## src/rtl/channel_pkg.sv

```systemverilog
// Shared definitions for the APU voice channels: default widths, LFSR seed,
// noise feedback-mode encoding and the length-counter lookup table.
// Ports: none (package only).
package channel_pkg;

  // Value loaded into every noise LFSR on reset and on all-zero recovery.
  localparam int LFSR_SEED = 1;

  // Default widths shared by the voices.
  localparam int DEF_LFSR_WIDTH   = 15;
  localparam int DEF_SHORT_TAP    = 6;
  localparam int DEF_PERIOD_WIDTH = 12;
  localparam int DEF_VOL_WIDTH    = 4;
  localparam int DEF_LEN_WIDTH    = 8;
  localparam int DEF_OUT_WIDTH    = 9;

  // Noise feedback mode: long uses tap 1, short (metallic) uses SHORT_TAP.
  typedef enum logic {
    MODE_LONG  = 1'b0,
    MODE_SHORT = 1'b1
  } noise_mode_e;

  // Length-counter lookup: 32 entries of 8 bits, entry 0 in the low byte.
  // Voices that load length from a 5-bit index use len_lookup().
  localparam int LEN_TABLE_SIZE = 32;
  localparam logic [8*LEN_TABLE_SIZE-1:0] LEN_TABLE = {
    8'd30,  8'd32,  8'd28, 8'd16,  8'd26, 8'd72, 8'd24, 8'd192,
    8'd22,  8'd96,  8'd20, 8'd48,  8'd18, 8'd24, 8'd16, 8'd12,
    8'd14,  8'd26,  8'd12, 8'd14,  8'd10, 8'd60, 8'd8,  8'd160,
    8'd6,   8'd80,  8'd4,  8'd40,  8'd2,  8'd20, 8'd254, 8'd10
  };

  function automatic logic [7:0] len_lookup(input logic [4:0] idx);
    return LEN_TABLE[{idx, 3'b000} +: 8];
  endfunction

endpackage

```

## src/rtl/channel_noise_gen_envelope_unit.sv

```systemverilog
// Volume/decay envelope shared by noise and pulse voices.
// Ports: i_clk/i_rst_n, i_tick_stb (frame tick), i_start_stb (note restart),
//        i_period (divider reload), i_loop (wrap decay), o_decay (level).
module envelope_unit
  import channel_pkg::*;
#(
  parameter int VOL_WIDTH = DEF_VOL_WIDTH
) (
  input  logic                 i_clk,
  input  logic                 i_rst_n,
  input  logic                 i_tick_stb,
  input  logic                 i_start_stb,
  input  logic [VOL_WIDTH-1:0] i_period,
  input  logic                 i_loop,
  output logic [VOL_WIDTH-1:0] o_decay
);

  localparam logic [VOL_WIDTH-1:0] VOL_ONE = VOL_WIDTH'(1);

  logic                 start_q, start_d;
  logic [VOL_WIDTH-1:0] divider_q, divider_d;
  logic [VOL_WIDTH-1:0] decay_q, decay_d;

  always_comb begin
    start_d   = start_q;
    divider_d = divider_q;
    decay_d   = decay_q;
    // A restart coinciding with a tick wins; the flag is serviced on the
    // next tick so the full level is presented for a whole tick period.
    if (i_start_stb) begin
      start_d = 1'b1;
    end else if (i_tick_stb) begin
      if (start_q) begin
        start_d   = 1'b0;
        decay_d   = '1;
        divider_d = i_period;
      end else if (divider_q == '0) begin
        divider_d = i_period;
        if (decay_q != '0) begin
          decay_d = decay_q - VOL_ONE;
        end else if (i_loop) begin
          decay_d = '1;
        end
      end else begin
        divider_d = divider_q - VOL_ONE;
      end
    end
  end

  always_ff @(posedge i_clk or negedge i_rst_n) begin
    if (!i_rst_n) begin
      start_q   <= 1'b0;
      divider_q <= '0;
      decay_q   <= '0;
    end else begin
      start_q   <= start_d;
      divider_q <= divider_d;
      decay_q   <= decay_d;
    end
  end

  assign o_decay = decay_q;

endmodule

```

## src/rtl/channel_noise_gen.sv

```systemverilog
// Noise voice: programmable-period LFSR (long/short feedback), envelope and
// length counter, producing a registered unsigned amplitude sample.
// Ports: i_clk/i_rst_n; strobes i_tick_stb, i_note_stb, i_cfg_stb; config
//        i_mode, i_period, i_volume, i_const_vol, i_loop, i_length;
//        outputs o_output (sample), o_active (length != 0), o_frame_pulse.
module channel_noise_gen
  import channel_pkg::*;
#(
  parameter int LFSR_WIDTH   = DEF_LFSR_WIDTH,
  parameter int SHORT_TAP    = DEF_SHORT_TAP,
  parameter int PERIOD_WIDTH = DEF_PERIOD_WIDTH,
  parameter int VOL_WIDTH    = DEF_VOL_WIDTH,
  parameter int LEN_WIDTH    = DEF_LEN_WIDTH,
  parameter int OUT_WIDTH    = DEF_OUT_WIDTH
) (
  input  logic                    i_clk,
  input  logic                    i_rst_n,
  input  logic                    i_tick_stb,
  input  logic                    i_note_stb,
  input  logic                    i_cfg_stb,
  input  logic                    i_mode,
  input  logic [PERIOD_WIDTH-1:0] i_period,
  input  logic [VOL_WIDTH-1:0]    i_volume,
  input  logic                    i_const_vol,
  input  logic                    i_loop,
  input  logic [LEN_WIDTH-1:0]    i_length,
  output logic [OUT_WIDTH-1:0]    o_output,
  output logic                    o_active,
  output logic                    o_frame_pulse
);

  localparam logic [LFSR_WIDTH-1:0]   SEED       = LFSR_WIDTH'(LFSR_SEED);
  localparam logic [PERIOD_WIDTH-1:0] PERIOD_ONE = PERIOD_WIDTH'(1);
  localparam logic [LEN_WIDTH-1:0]    LEN_ONE    = LEN_WIDTH'(1);

  // Latched configuration
  noise_mode_e             mode_q;
  logic [PERIOD_WIDTH-1:0] period_q;
  logic [VOL_WIDTH-1:0]    volume_q;
  logic                    const_vol_q;
  logic                    loop_q;

  // Timer / LFSR
  logic [PERIOD_WIDTH-1:0] timer_q, timer_d;
  logic [LFSR_WIDTH-1:0]   sr_q, sr_d;
  logic                    step;
  logic                    tap_bit;
  logic                    fb;

  // Length counter
  logic [LEN_WIDTH-1:0]    len_q, len_d;
  logic                    len_expire;

  // Envelope and output
  logic [VOL_WIDTH-1:0]    env_decay;
  logic [VOL_WIDTH-1:0]    level;
  logic [OUT_WIDTH-1:0]    out_q, out_d;
  logic                    active_q;
  logic                    frame_pulse_q;

  // ---------------------------------------------------------------------
  // Timer: the step fires on the cycle the counter sits at zero, so a
  // freshly reset block steps on its very first clock and period 0 steps
  // every clock. A new period is only picked up at reload.
  // ---------------------------------------------------------------------
  assign step = (timer_q == '0);

  always_comb begin
    timer_d = step ? period_q : (timer_q - PERIOD_ONE);
  end

  // ---------------------------------------------------------------------
  // LFSR: shift right, feedback into the MSB.
  // ---------------------------------------------------------------------
  assign tap_bit = (mode_q == MODE_SHORT) ? sr_q[SHORT_TAP] : sr_q[1];
  assign fb      = sr_q[0] ^ tap_bit;

  always_comb begin
    sr_d = sr_q;
    if (step) begin
      // All-zero is a lock-up state; recover to the seed if ever seen.
      if (sr_q == '0) begin
        sr_d = SEED;
      end else begin
        sr_d = {fb, sr_q[LFSR_WIDTH-1:1]};
      end
    end
  end

  // ---------------------------------------------------------------------
  // Length counter: a note load has priority over a same-cycle tick.
  // loop_q doubles as the length halt.
  // ---------------------------------------------------------------------
  always_comb begin
    len_d      = len_q;
    len_expire = 1'b0;
    if (i_note_stb) begin
      len_d = i_length;
    end else if (i_tick_stb && (len_q != '0) && !loop_q) begin
      len_d      = len_q - LEN_ONE;
      len_expire = (len_q == LEN_ONE);
    end
  end

  // ---------------------------------------------------------------------
  // Envelope. It sees the registered config, so a config write on the same
  // cycle as a tick only affects later ticks.
  // ---------------------------------------------------------------------
  envelope_unit #(
    .VOL_WIDTH (VOL_WIDTH)
  ) u_env (
    .i_clk       (i_clk),
    .i_rst_n     (i_rst_n),
    .i_tick_stb  (i_tick_stb),
    .i_start_stb (i_note_stb),
    .i_period    (volume_q),
    .i_loop      (loop_q),
    .o_decay     (env_decay)
  );

  // ---------------------------------------------------------------------
  // Output sample: silent when the length is spent or the LFSR LSB is 1.
  // ---------------------------------------------------------------------
  assign level = const_vol_q ? volume_q : env_decay;

  always_comb begin
    out_d = '0;
    if ((len_q != '0) && !sr_q[0]) begin
      out_d = OUT_WIDTH'(level);
    end
  end

  // ---------------------------------------------------------------------
  // State registers
  // ---------------------------------------------------------------------
  always_ff @(posedge i_clk or negedge i_rst_n) begin
    if (!i_rst_n) begin
      mode_q        <= MODE_LONG;
      period_q      <= '0;
      volume_q      <= '0;
      const_vol_q   <= 1'b0;
      loop_q        <= 1'b0;
      timer_q       <= '0;
      sr_q          <= SEED;
      len_q         <= '0;
      out_q         <= '0;
      active_q      <= 1'b0;
      frame_pulse_q <= 1'b0;
    end else begin
      if (i_cfg_stb) begin
        mode_q      <= noise_mode_e'(i_mode);
        period_q    <= i_period;
        volume_q    <= i_volume;
        const_vol_q <= i_const_vol;
        loop_q      <= i_loop;
      end
      timer_q       <= timer_d;
      sr_q          <= sr_d;
      len_q         <= len_d;
      out_q         <= out_d;
      active_q      <= (len_q != '0);
      frame_pulse_q <= len_expire;
    end
  end

  assign o_output      = out_q;
  assign o_active      = active_q;
  assign o_frame_pulse = frame_pulse_q;

endmodule

```

## config.mk

```make
export PLATFORM = sky130hd
export DESIGN_NAME = channel_noise_gen
export DESIGN_NICKNAME = d
export VERILOG_FILES = /design/src/rtl/channel_pkg.sv /design/src/rtl/channel_noise_gen_envelope_unit.sv /design/src/rtl/channel_noise_gen.sv
export SDC_FILE = /design/constraint.sdc
export NUM_CORES = 1
export LEC_CHECK = 0
export CORE_ASPECT_RATIO = 2
export CORE_MARGIN = 4
export CORE_UTILIZATION = 50
export CTS_BUF_LIST = sky130_fd_sc_hd__clkbuf_16
export CTS_CLUSTER_SIZE = 20
export DETAILED_ROUTE_END_ITERATION = 8
export PLACE_DENSITY = 0.74
export SLEW_MARGIN = 20
export SYNTH_ARGS = -nofsm -noshare
export SYNTH_HDL_FRONTEND = slang
export SYNTH_SLANG_ARGS = --single-unit
```

## constraint.sdc

```tcl
create_clock -name i_clk -period 2.1 [get_ports i_clk]
set_input_delay 0.315 -clock i_clk [delete_from_list [all_inputs] [get_ports i_clk]]
set_output_delay 0.315 -clock i_clk [all_outputs]
set_load 0.02 [all_outputs]
```

After elaboration in Yosys (flattened, before gate mapping)
Index checks and enable logic that the tools add are counted.

Reduce and logical (&&, ||, !) cells: 16. Equality and inequality tests: 1. Bitwise logic cells: 2. Muxes and demuxes: 17. Add/sub/neg operators: 4.

Operators by type and width (count): two-way mux 4 bit (8); two-way mux 8 bit (2); zero test 15 bit (1); two-way mux 15 bit (1); zero test 12 bit (1); two-way mux 12 bit (1); subtractor 12 x 1 -> 12 bit, second input constant (1); equality test 8 x 1 -> 1 bit, second input constant (1); nonzero test 8 bit (1); subtractor 4 x 1 -> 4 bit, second input constant (2); subtractor 8 x 1 -> 8 bit, second input constant (1); nonzero test 2 bit (3); two-way mux 1 bit (5); zero test 4 bit (1); AND reduction 4 bit (1); nonzero test 4 bit (1); logical AND 1 bit (3); nonzero test 3 bit (1); zero test 1 bit (2); AND reduction 2 bit (1); NOT 1 bit (1); bitwise XOR 1 bit (1).

Output and inout port bits: 11. Bits in registers: 74. Logic and storage cells: 54. Input port bits: 32.

Logic depth before layout (Yosys ltp)
Word-level depth: 5. Depth in mapped cells: 8. Gate-level depth less buffers: 6.

Modules after synthesis
A second synthesis with hierarchy kept.

Cell total of the unflattened synthesis: 294. Area, all modules: 3370.7 sq um.

Modules (own cells, without submodules): channel_noise_gen (cells each 232, times used 1, area each 2771.4 sq um, sequential area each 1502.7 sq um); envelope_unit (cells each 62, times used 1, area each 599.3 sq um, sequential area each 225.2 sq um).

Least setup slack after synthesis
OpenSTA, ideal clock, no wires.

Kind: reg2reg. Start: register timer_q[0]. End: register sr_q[10]. Required time: 1975 ps. Path slack: -41 ps. Arrival time: 2016 ps. Clock period less this slack: 2141 ps. Buffers on the path: 2. Cell stages (with the launch flop): 8. Path through: dfrtp_1 inv_1 ha_1 or4b_1 or3_1 buf_6 buf_6 mux2_4.

Longest elaborated chain between the ends: 1.

Ends and longest elaborated chain: start: declaration (RTL line channel_noise_gen.sv:44) `logic [PERIOD_WIDTH-1:0] timer_q, timer_d;`; start signal: assignment (RTL line channel_noise_gen.sv:157) `timer_q <= timer_d;`; zero test 12 bit (RTL line channel_noise_gen.sv:66) `assign step = (timer_q == '0);`; end signal: assignment (RTL line channel_noise_gen.sv:158) `sr_q <= sr_d;`; end: declaration (RTL line channel_noise_gen.sv:45) `logic [LFSR_WIDTH-1:0] sr_q, sr_d;`.

Every way passes these cells. A chain may end at the register's enable or synchronous reset.

Worst setup path in the final report
Start: register timer_q[0]. End: register sr_q[13].

The elaborated chain is that of the path after synthesis.

==> run summary <==
Outcome: finished, violations left
Failing checks: negative hold slack
CP arrival: 2.26 ns
Filler instances: 500
Critical Path, Cell by Cell: inv_1, ha_1, or4b_4, or3_4, buf_12, mux2_4
Crit path capture type: flop
Leakage: 1.847 nW
Met3 usage: 5.091%
Iteration-0 DRC count of the detailed router: 156
Max Fanout on Critical Path: 19
CP delay by family, top: simple AND/OR/NAND/NOR gates
Clock-pin slew on the worst setup and hold paths: 0.05 ns
Grt met2 use: 32.18%
IO buf count: 37
Peak VDD IR: 0.4804 mV
CP Data Required Time: 2.31 ns
CP Launch Type: flop
Crit path time final: 2.047 ns
Inserted Diodes: 0
CP Class: reg -> reg
DP Area: 3814 sq um
Unique masters post-synth: 49
Overflow after GRT: 0
Initial antenna violation count: 0
Drc violations: 0
Placed Cells: 417
First-pass GRT wire length: 11290 um
EDFF count, synth: 0
Die boundary height: 123.3 um
Grt peak-use layer: met2
Fin crit share: 97.48%
Hold buffers post-CTS: 0
Slowest-stage cell, CP: or4b_4
Final non-filler cell total: 432
CTS Root Cell: clkbuf_16
Area delta synth->final: 23.89%
Nets: 383
Largest net degree at the start of global routing: 70
Ys async rst share: 100.0%
TritonCTS Buffers: 9
Top_reg_cell synth: dfrtp_1
Core ar.: 6412 sq um
Worst Path Buf+Inv: 2
CTS tree: done
Clock Sinks: 69
Share of layout cells above drive strength 1: 19.08%
Longest Clk Path Bufs: 2
Die W: 65.67 um
GPL Wtd Cong: 0.8796
Clock network latency to the later pin of the worst-skew pair: 0.33 ns
Grt met1 use: 19.46%
Flops & latches, synth: 69
Fin. Hold Viols: 4
Min-Delay Path Class: in -> async
Drt pass-1 iters: 4
Number of global-route vias before repair: 2519
Vias post-DR: 2380
Die area: 8099 sq um
H-Tree Depth: 3
Seq/Total Area, Yosys: 51.96%
Synth Cell Area: 3326 sq um
Routed Wire Length: 6674 um
Hold WS: -0.005744 ns
Syn_area_per_cell: 11.16 sq um
F_max: 0.4885 GHz
Clock skew: 0.003141 ns
IO Pins: 43
Post-layout instance area: 4120 sq um
Dpl hpwl: 4620 um
Max cap viols: 0
Post-route ant nets: 0
Delay of the slowest critical-path stage: 0.46 ns
Power Total: 4.109 mW
Initial Util: 51.86%
Vias/cell: 5.509
Tot GR Track Use: 18.50%
Number of setup violations in the final report: 0
RSZ-0062 raised after global routing: false
Gate Count Post-Synth: 298
Yosys warns: 0
Drt wl/cell: 15.45 um
Fin. max-slew vios: 0
Rows: 41
Pwr dens: 997.2 nW/um^2
==> metrics by stage <==
| step | worst slack (ns) | setup TNS (ns) | util [%] |
|---|---|---|---|
| after global placement | 0.07881 | 0 | 59.47 |
| after global routing | 0.001190 | 0 | 64.25 |
| final | 0.05299 | 0 | 64.25 |
| after floorplan | -0.003919 | -0.01960 | - |
| after CTS | 0.02039 | 0 | 63.75 |
| after detailed placement | -0.007735 | -0.02657 | 59.47 |
==> metal layers <==
| layer | part of all wire (%) | vias up | routed length (um) |
|---|---|---|---|
| li1 | - | 1136 | - |
| met1 | 38 | 1152 | 2529 |
| met2 | 54 | 66 | 3632 |
| met3 | 4.2 | 26 | 279 |
| met4 | 3.5 | 0 | 233 |
| met5 | 0 | - | 0 |
==> registers in the layout (all words and copies together) (netlist names), 4 cells and up <==
signal,flops
len_q,8
o_output,4
period_q,12
sr_q,15
timer_q,12
u_env.divider_q,4
u_env.o_decay,4
volume_q,4
==> area by class of cell <==
type | instances | area (sq um) | share of cell area, %
Clock buffer | 9 | 225.2 | 5.466
Tap cell | 86 | 107.6 | 2.612
Clock inverter | 4 | 43.79 | 1.063
Timing Repair Buffer | 51 | 513.0 | 12.45
Multi-Input combinational cell | 200 | 1454 | 35.29
Sequential cell | 69 | 1728 | 41.94
Inverter | 13 | 48.80 | 1.184
==> logic make-up (layout without fill, tap and decap cells) <==
| logic type | count (synthesis) | after routing | synth area share, % |
|---|---|---|---|
| XOR/XNOR | 12 | 12 | 3.161 |
| adder cells (fa/ha/maj) | 7 | 7 | 2.633 |
| flip-flops | 69 | 69 | 51.96 |
| AND/OR/NAND/NOR | 80 | 80 | 12.49 |
| multiplexers | 42 | 42 | 14.48 |
| buffers and inverters | 33 | 77 | 5.041 |
| AO/OA/AOI/OAI | 54 | 54 | 10.12 |
| other | 1 | 5 | 0.1128 |
==> Yosys cell counts, types with 5 or more instances <==
library cell	count	area, sq um
nor3_1	10	50.05
nor4_1	5	31.28
clkbuf_1	9	33.78
o21ai_0	12	60.06
inv_1	13	48.80
nor2_1	25	93.84
buf_4	5	37.54
mux2i_1	8	80.08
dfrtp_1	68	1702
mux2_4	5	75.07
a21oi_1	17	85.08
mux2_2	29	326.6
nand2_1	15	56.30
xnor2_1	9	78.83
ha_1	7	87.58
==> report_power, final <==
| part | total (mW) | internal (mW) | leakage [nW] | switching [mW] |
|---|---|---|---|---|
| logic | 0.913 | 0.480 | 0.864 | 0.433 |
| clock network | 1.41 | 0.889 | 0.138 | 0.518 |
| registers | 1.79 | 1.57 | 0.846 | 0.219 |
| total | 4.11 | 2.94 | 1.85 | 1.17 |
==> worst paths after layout <==
path / slack (ns) / start / endpoint / cells past startpoint
worst max register to register: 0.05 / timer_q[0] / sr_q[13] / 6
worst min-delay path: -0.006 / i_rst_n / period_q[8] / 2
min in group i_clk: 0.49 / timer_q[10] / timer_q[10] / 1
worst max-delay path: 0.05 / timer_q[0] / sr_q[13] / 6
max in group asynchronous: 1.77 / i_rst_n / sr_q[0] / 2
worst min register to register: 0.49 / timer_q[10] / timer_q[10] / 1
==> repair_timing <==
action	CTS	global route
buffers inserted	0	1
endpoints found under the setup margin	5	13
resized for setup	1	0
pin swaps	0	1
gates cloned	0	1
==> cells in the final DEF, fill, tap and decap left out, types with 4 or more instances in the layout <==
cell,synthesis,routed
a211oi_1,4,4
a21oi_1,17,17
buf_4,5,11
clkbuf_16,0,10
clkdlybuf4s50_1,0,36
conb_1,1,5
dfrtp_1,68,68
ha_1,7,7
inv_1,13,14
mux2_2,29,29
mux2_4,5,5
mux2i_1,8,8
nand2_1,15,15
nor2_1,25,25
nor2b_1,4,4
nor3_1,10,10
nor4_1,5,5
o21ai_0,12,12
xnor2_1,9,9
(Power assumes the default switching activity.)
